<file path="src/rtl/mmm_seq_90b_if.sv">
// Operand/result bus between the Montgomery sequencer and the external
// pipelined 90x90->181-bit multiplier.
interface mmm_seq_90b_if #(
  parameter int NW = 90
);
  logic [NW-1:0] o_mul_a;
  logic [NW-1:0] o_mul_b;
  logic          o_mul_carry;
  logic [2*NW:0] i_mul_res;

  modport master (
    output o_mul_a,
    output o_mul_b,
    output o_mul_carry,
    input  i_mul_res
  );

  modport slave (
    input  o_mul_a,
    input  o_mul_b,
    input  o_mul_carry,
    output i_mul_res
  );
endinterface

</file>
<file path="src/rtl/mmm_seq_90b.sv">
// Montgomery modular multiplication sequencer: res = a*b*2^-NW mod N, using
// three passes through an external MUL_LAT-deep pipelined multiplier.
module mmm_seq_90b #(
  parameter int NW      = 90,
  parameter int MUL_LAT = 5
) (
  input  logic          i_clk,
  input  logic          i_rstn,
  input  logic          i_start,
  input  logic          i_clr,
  input  logic [NW-1:0] i_a,
  input  logic [NW-1:0] i_b,
  input  logic [NW-1:0] i_n,
  input  logic [NW-1:0] i_nprime,
  output logic          o_busy,
  output logic          o_done,
  output logic [NW-1:0] o_res,
  mmm_seq_90b_if.master mul
);

  typedef enum logic [3:0] {
    IDLE,
    ISS_T, WAIT_T, CAP_T,
    ISS_M, WAIT_M, CAP_M,
    ISS_U, WAIT_U, CAP_U,
    RED,
    DONE
  } state_t;

  // The wait counter runs MUL_LAT-2 .. 0, giving MUL_LAT-1 cycles per WAIT state.
  localparam int             CW       = (MUL_LAT > 2) ? $clog2(MUL_LAT - 1) : 1;
  localparam logic [CW-1:0]  CNT_LOAD = CW'(MUL_LAT - 2);

  state_t          state_q, state_d;
  logic [CW-1:0]   cnt_q, cnt_d;

  logic [NW-1:0]   a_r, b_r, n_r, np_r;
  logic [2*NW-1:0] t_r;
  logic [NW-1:0]   m_r;
  logic [NW:0]     u_r;

  logic [NW:0]     u_next;
  logic [NW-1:0]   u_minus_n;

  // NOTE: every clocked register uses non-blocking (<=) assignments so all
  // flops update together from pre-edge values, independent of statement order.
  always_ff @(posedge i_clk or negedge i_rstn) begin
    if (!i_rstn) begin
      state_q <= IDLE;
      cnt_q   <= '0;
    end else begin
      state_q <= state_d;
      cnt_q   <= cnt_d;
    end
  end

  // NOTE: next-state and counter get their hold values first so no path through
  // this always_comb leaves them unassigned, which would infer latches.
  always_comb begin
    state_d = state_q;
    cnt_d   = cnt_q;
    if (i_clr) begin
      state_d = IDLE;
    end else begin
      unique case (state_q)
        IDLE:   if (i_start) state_d = ISS_T;
        ISS_T:  begin state_d = WAIT_T; cnt_d = CNT_LOAD; end
        WAIT_T: if (cnt_q == '0) state_d = CAP_T; else cnt_d = cnt_q - 1'b1;
        CAP_T:  state_d = ISS_M;
        ISS_M:  begin state_d = WAIT_M; cnt_d = CNT_LOAD; end
        WAIT_M: if (cnt_q == '0) state_d = CAP_M; else cnt_d = cnt_q - 1'b1;
        CAP_M:  state_d = ISS_U;
        ISS_U:  begin state_d = WAIT_U; cnt_d = CNT_LOAD; end
        WAIT_U: if (cnt_q == '0) state_d = CAP_U; else cnt_d = cnt_q - 1'b1;
        CAP_U:  state_d = RED;
        RED:    state_d = DONE;
        DONE:   state_d = IDLE;
        default: state_d = IDLE;
      endcase
    end
  end

  // Operands are driven only while issuing, so the multiplier sees zeros otherwise.
  always_comb begin
    mul.o_mul_a = '0;
    mul.o_mul_b = '0;
    unique case (state_q)
      ISS_T:   begin mul.o_mul_a = a_r;          mul.o_mul_b = b_r;  end
      ISS_M:   begin mul.o_mul_a = t_r[NW-1:0];  mul.o_mul_b = np_r; end
      ISS_U:   begin mul.o_mul_a = m_r;          mul.o_mul_b = n_r;  end
      default: ;
    endcase
  end

  assign mul.o_mul_carry = 1'b0;

  // (T + m*N) is an exact multiple of R, so only the upper NW+1 bits are kept.
  assign u_next    = (NW+1)'(({1'b0, t_r} + mul.i_mul_res) >> NW);
  assign u_minus_n = NW'(u_r - {1'b0, n_r});

  always_ff @(posedge i_clk or negedge i_rstn) begin
    if (!i_rstn) begin
      a_r   <= '0;
      b_r   <= '0;
      n_r   <= '0;
      np_r  <= '0;
      t_r   <= '0;
      m_r   <= '0;
      u_r   <= '0;
      o_res <= '0;
    end else if (!i_clr) begin
      unique case (state_q)
        IDLE: if (i_start) begin
          a_r  <= i_a;
          b_r  <= i_b;
          n_r  <= i_n;
          np_r <= i_nprime;
        end
        CAP_T: t_r <= mul.i_mul_res[2*NW-1:0];
        CAP_M: m_r <= mul.i_mul_res[NW-1:0];
        CAP_U: u_r <= u_next;
        RED:   o_res <= (u_r >= {1'b0, n_r}) ? u_minus_n : u_r[NW-1:0];
        default: ;
      endcase
    end
  end

  assign o_busy = (state_q != IDLE);
  assign o_done = (state_q == DONE);

endmodule

</file>
<file path="src/flat_wrapper.sv">
// flat-port wrapper written by rule: the top's interface ports become plain ports
module mmm_seq_90b_flat 
#(
  parameter int NW      = 90,
  parameter int MUL_LAT = 5
)
  (i_clk, i_rstn, i_start, i_clr, i_a, i_b, i_n, i_nprime, o_busy, o_done, o_res, mul_o_mul_a, mul_o_mul_b, mul_o_mul_carry, mul_i_mul_res);
  mmm_seq_90b_if #(.NW(NW)) mul_i ();
  input  logic i_clk;
  input  logic i_rstn;
  input  logic i_start;
  input  logic i_clr;
  input  logic [NW-1:0] i_a;
  input  logic [NW-1:0] i_b;
  input  logic [NW-1:0] i_n;
  input  logic [NW-1:0] i_nprime;
  output logic o_busy;
  output logic o_done;
  output logic [NW-1:0] o_res;
  output wire logic [$bits(mul_i.o_mul_a)-1:0] mul_o_mul_a;
  output wire logic [$bits(mul_i.o_mul_b)-1:0] mul_o_mul_b;
  output wire logic [$bits(mul_i.o_mul_carry)-1:0] mul_o_mul_carry;
  input wire logic [$bits(mul_i.i_mul_res)-1:0] mul_i_mul_res;
  assign mul_o_mul_a = mul_i.o_mul_a;
  assign mul_o_mul_b = mul_i.o_mul_b;
  assign mul_o_mul_carry = mul_i.o_mul_carry;
  assign mul_i.i_mul_res = mul_i_mul_res;
  mmm_seq_90b #(.NW(NW), .MUL_LAT(MUL_LAT)) u_core (.i_clk(i_clk), .i_rstn(i_rstn), .i_start(i_start), .i_clr(i_clr), .i_a(i_a), .i_b(i_b), .i_n(i_n), .i_nprime(i_nprime), .o_busy(o_busy), .o_done(o_done), .o_res(o_res), .mul(mul_i));
endmodule
</file>
<file path="config.mk">
export PLATFORM = sky130hd
export DESIGN_NAME = mmm_seq_90b_flat
export DESIGN_NICKNAME = d
export VERILOG_FILES = /design/src/rtl/mmm_seq_90b_if.sv /design/src/rtl/mmm_seq_90b.sv /design/src/flat_wrapper.sv
export SDC_FILE = /design/constraint.sdc
export NUM_CORES = 2
export LEC_CHECK = 0
export ABC_AREA = 1
export CAP_MARGIN = 20
export CORE_MARGIN = 4
export CORE_UTILIZATION = 30
export CTS_CLUSTER_DIAMETER = 100
export DETAILED_ROUTE_END_ITERATION = 16
export DONT_BUFFER_PORTS = 1
export GPL_TIMING_DRIVEN = 0
export PLACE_DENSITY = 0.54
export SYNTH_ARGS = -nofsm -noshare
export SYNTH_HDL_FRONTEND = slang
export SYNTH_SLANG_ARGS = --single-unit
</file>
<file path="constraint.sdc">
create_clock -name i_clk -period 3.09 [get_ports i_clk]
set_input_delay 0.1545 -clock i_clk [delete_from_list [all_inputs] [get_ports i_clk]]
set_output_delay 0.1545 -clock i_clk [all_outputs]
set_load 0.005 [all_outputs]
</file>
# Word level (Yosys, flattened, before mapping)
# Cells that the tools add are included.
[totals]
ff_bits = 817
inputBits = 545
out_inout_bits = 273
[classes]
add_sub_neg = 3
magnitude_cmp = 1
eq_ne = 16
muxes = 11
n_bitwise = 1
n_reduce_logical = 13
[op_table]
columns = ["op", "n"]
rows = [
  ["90-bit one-hot mux with 3 select lines", 2],
  ["180-bit by 181-bit adder with 181-bit output", 1],
  ["91-bit by 90-bit greater-or-equal comparator with 1-bit output", 1],
  ["90-bit two-way mux", 1],
  ["90-bit subtractor", 1],
  ["4-bit one-hot mux with 11 select lines", 1],
  ["4-bit two-way mux", 5],
  ["4-bit by 3-bit equality test with 1-bit output (second input constant)", 4],
  ["4-bit equality test (second input constant)", 4],
  ["3-bit by 2-bit inequality test with 1-bit output (second input constant)", 3],
  ["4-bit by 2-bit equality test with 1-bit output (second input constant)", 2],
  ["2-bit AND reduction", 4],
  ["3-bit AND reduction", 2],
  ["3-bit OR reduction", 2],
  ["4-bit by 1-bit equality test with 1-bit output (second input constant)", 1],
  ["4-bit zero test", 1],
  ["2-bit one-hot mux with 2 select lines", 1],
  ["4-bit AND reduction", 1],
  ["4-bit nonzero test", 1],
  ["3-bit inequality test (second input constant)", 1],
  ["2-bit zero test", 1],
  ["2-bit two-way mux", 1],
  ["2-bit inequality test (second input constant)", 1],
  ["2-bit nonzero test", 1],
  ["2 further kinds", 2],
]

# Depth between registers and ports, before layout
[depth]
word_depth = 4
depth_mapped = 19
mapped_depth_nobuf = 19

# Worst setup path before layout
# Ideal clock, no wire load.
[synth_path]
path_kind = "reg2reg"
start = "reg u_core.u_r[81]"
end = "reg u_core.o_res[41]"
setup_time_ns = 0.117
t_arrival_ns = 2.146
t_required_ns = 2.973
slack_ns = 0.826
path_stages_with_launch = 14
n_path_buf = 2
cell_sequence = "dfrtp_1 ha_1 nand2_1 inv_1 a21oi_1 nand2_1 a21oi_1 nand3_2 nor2_4 buf_2 buf_2 nand3b_1 nand3_1 nand2_1"
[synth_between]
elab_chain_len = 2
[synth_lines]
columns = ["element", "line", "text"]
rows = [
  ["from (decl)", "mmm_seq_90b.sv:40", "logic [NW:0] u_r;"],
  ["from (signal assigned)", "mmm_seq_90b.sv:121", "CAP_U: u_r <= u_next;"],
  ["91-bit by 90-bit greater-or-equal comparator with 1-bit output", "mmm_seq_90b.sv:122", "RED: o_res <= (u_r >= {1'b0, n_r}) ? u_minus_n : u_r[NW-1:0];"],
  ["90-bit two-way mux", "mmm_seq_90b.sv:122", ""],
  ["to (signal assigned)", "mmm_seq_90b.sv:122", ""],
  ["to (decl)", "mmm_seq_90b.sv:17", "output logic [NW-1:0] o_res,"],
]
# Every way passes these cells.
# A chain may end at the register's enable or synchronous reset.

# Worst setup path in the final report
[layout_path]
start = "reg u_core.n_r[82]"
end = "reg u_core.o_res[54]"
[layout_between]
elab_chain_len = 2
[layout_lines]
columns = ["element", "line", "text"]
rows = [
  ["from (decl)", "mmm_seq_90b.sv:37", "logic [NW-1:0] a_r, b_r, n_r, np_r;"],
  ["from (signal assigned)", "mmm_seq_90b.sv:116", "n_r <= i_n;"],
  ["91-bit by 90-bit greater-or-equal comparator with 1-bit output", "mmm_seq_90b.sv:122", ""],
  ["90-bit two-way mux", "mmm_seq_90b.sv:122", ""],
]
# Every way passes these cells.

==> impl_metrics.toml <==
[floorplanning]
num_rows = 168
fp.dieH_um = 467
initial_utilization = 0.301
die_w_um = 467
core_area_um2 = 209000
ios = 818
dieArea_um2 = 218000

[setup_path]
critPathKind = "reg2reg"
cp.required_ps = 3780
arrival_ps = 3790
crit_path_end_kind = "register"
timing.rr.start = "u_core.n_r[82]"
start_kind = "register"
rr_worst_depth = 14
crit_fanout = 10
crit_start = "u_core.n_r[82]"

[synthesis]
synthDistinctLibCells = 48
synth-compound-area-share = 0.0701
synth_top_family_by_area = "simple AND/OR/NAND/NOR gates"
syn-cell-area_um2 = 63100
synth_edf_count = 0
async_flop_share = 1.00
ys.flop_type = "dfrtp_1"
synth_seq_cells = 817
ys_seq_area_frac = 0.324
ys_warn_count = 0
synth-adder-area-share = 0.0539
syn_area_per_cell_um2 = 6.29
syn_inst = 10000
syn_nets = 10800
synthMuxAreaShare = 0.0644
synth-xor-area-share = 0.00597
synthSimpleGateAreaFrac = 0.352

[timing]
setup_ws_ps = -7.68
slew_viol_final = 0
hold_viol = 197
setup_viol = 4
fmax_mhz = 323
finalCriticalPeriod_ps = 3100
worst_pin_slew_ps = 1460
skew_ps = 35.2
fin_hold_ws_ps = -905
max_slew_margin = 0.0261
rsz0062_at_grt = "yes"
setup_tns_ps = -16.0
final_min_period_over_clock_period = 1.00

[drt]
drc = 0
ant_nets = 0
drt_iter0_drc = 5017
routed_wirelength_mm = 348
vias_per_cell = 4.88
detail_route.wl_per_cell_um = 25.5
vias = 66600
dr.pass1.iters = 6

[layout]
layout_common_cells = "nand2_1, inv_1, dfrtp_1"
layout.nets = 11600
layoutNonFillerInstCount = 13700
final_common_cell = "nand2_1"
area_delta_synth_final_pct = 26.1
drive_gt1_frac = 0.122

[placement]
portBuffers = 0
hpwl_mm = 294
placedCellCount = 12900
gp_congestion = 1.05

[clock_network]
cts.sinks = 817
clock_latency_ps = 760
tritoncts = "yes"
clockRootBuffer = "clkbuf_16"
clkTransAtPathRegs_ps = 70
cts_max_level = 3
clock_path_buffers = 3
cts_buffers = 96

[global_routing]
grt_pass1_wl_mm = 481
grt_antenna_before_repair = 38
overflow = 0
grt_max_degree = 818
grtUsageTotal = 0.309
grt_pass1_vias = 65900

[run_status]
violations = "negative hold slack, negative setup slack"
status = "finished, violations left"

[power_and_ir_drop]
vdd_drop_max_mv = 0.613
p_leak_nw = 42.1
power_mw = 73.1
powerDensity_nw_per_um2 = 919

[hold_path]
hold_class = "in2async"

[run]
drv_cap = 0
## kinds of logic (layout without fill, tap and decap cells)
kind of cell | after synthesis | count (layout)
XOR/XNOR | 43 | 43
buffers and inverters | 2151 | 2930
flip-flops | 817 | 817
AO/OA/AOI/OAI | 815 | 815
AND/OR/NAND/NOR | 5574 | 5574
adder cells (fa/ha/maj) | 271 | 271
other | 1 | 39
multiplexers | 361 | 361
## synthesized netlist by cell type, types with 9 or more instances
cell type | n | share of area
nor2_2 | 12 | 0.0012
o21bai_1 | 35 | 0.0042
inv_1 | 1903 | 0.11
o21ai_0 | 282 | 0.022
a21oi_1 | 360 | 0.029
ha_1 | 270 | 0.054
nor2_1 | 774 | 0.046
nand3_1 | 539 | 0.043
nand3b_1 | 45 | 0.0054
dfrtp_1 | 817 | 0.32
nand4_1 | 65 | 0.0064
o211ai_1 | 89 | 0.011
o21ai_1 | 35 | 0.0028
mux2_2 | 361 | 0.064
nand2_1 | 4052 | 0.24
inv_2 | 29 | 0.0017
buf_2 | 39 | 0.0031
xnor2_1 | 34 | 0.0047
xor2_1 | 9 | 0.0012
clkbuf_1 | 165 | 0.0098
or2_2 | 11 | 0.0011
nor3_1 | 45 | 0.0036
nor4_1 | 9 | 0.00089
## sequential cells by signal, summed over array words and instances, names as in the netlist
signal          count
u_core.b_r         90
u_core.n_r         90
u_core.cnt_q        2
u_core.t_r        180
u_core.o_res       90
u_core.np_r        90
u_core.u_r         91
u_core.a_r         90
u_core.state_q      4
u_core.m_r         90
## repair_timing
action / in CTS / in global routing
hold buffers: 545 / 2
cloned: 0 / 0
buffers inserted: 29 / 11
endpoints found under the hold margin: 1517 / 199
endpoints found under the setup margin: 453 / 227
gates resized for setup: 540 / 306
pin swaps: 16 / 20
## final cells by class
class | count | area, um2
multi-input combinational | 7065 | 37400
buffer | 217 | 1150
timing repair buffer | 605 | 6190
fill | 22700 | 130000
tap | 2805 | 3510
clock buffer | 136 | 2850
sequential | 817 | 20500
antenna | 38 | 95.1
inverter | 1933 | 7300
clock inverter | 39 | 542
## stage by stage
stage	area [um2]	worst slack, ps	util
CTS	78100	-159	0.373
floorplan	63100	826	-
global placement	66600	-2410	0.318
finish	79600	-7.68	0.380
global route	79500	-101	0.380
detailed placement	66900	-1120	0.319
## routing by layer
metal  up-vias  global-route usage  share of wire
li1      32100                   -              -
met1     31900               0.382           0.42
met2      2124               0.526           0.47
met3       536              0.0467          0.057
met4         4               0.147          0.057
met5         -                   0       0.000072
## path summary, 6_finish.rpt
path	endpoint	slack (ps)
max	u_core.o_res[54]	-8
min reg2reg	u_core.m_r[66]	490
min in group i_clk	u_core.u_r[70]	20
min	u_core.n_r[17]	-910
max in group asynchronous	u_core.m_r[60]	980
max reg2reg	u_core.o_res[54]	-8
## where the power goes
| group | switching, mW | internal (mW) | leakage [nW] |
|---|---|---|---|
| Sequential | 3.14 | 15.1 | 10.1 |
| Combinational | 28.6 | 14.0 | 30.3 |
| Clock | 5.08 | 7.20 | 1.66 |
| Total | 36.8 | 36.3 | 42.1 |
## worst max-delay path, stage by stage (launching register included)
cell     delay (ps)
dfrtp_1         370
inv_2           140
ha_2            360
nand2_1         160
inv_1            70
a21oi_2         190
nand2_1         120
a21oi_2         180
nand3_2         120
nor2_4          320
buf_2           430
nand3_1         120
nand2_1         270
nand2_1         100
nand2_1          70
No activity file was read; power rests on OpenSTA's default activity.
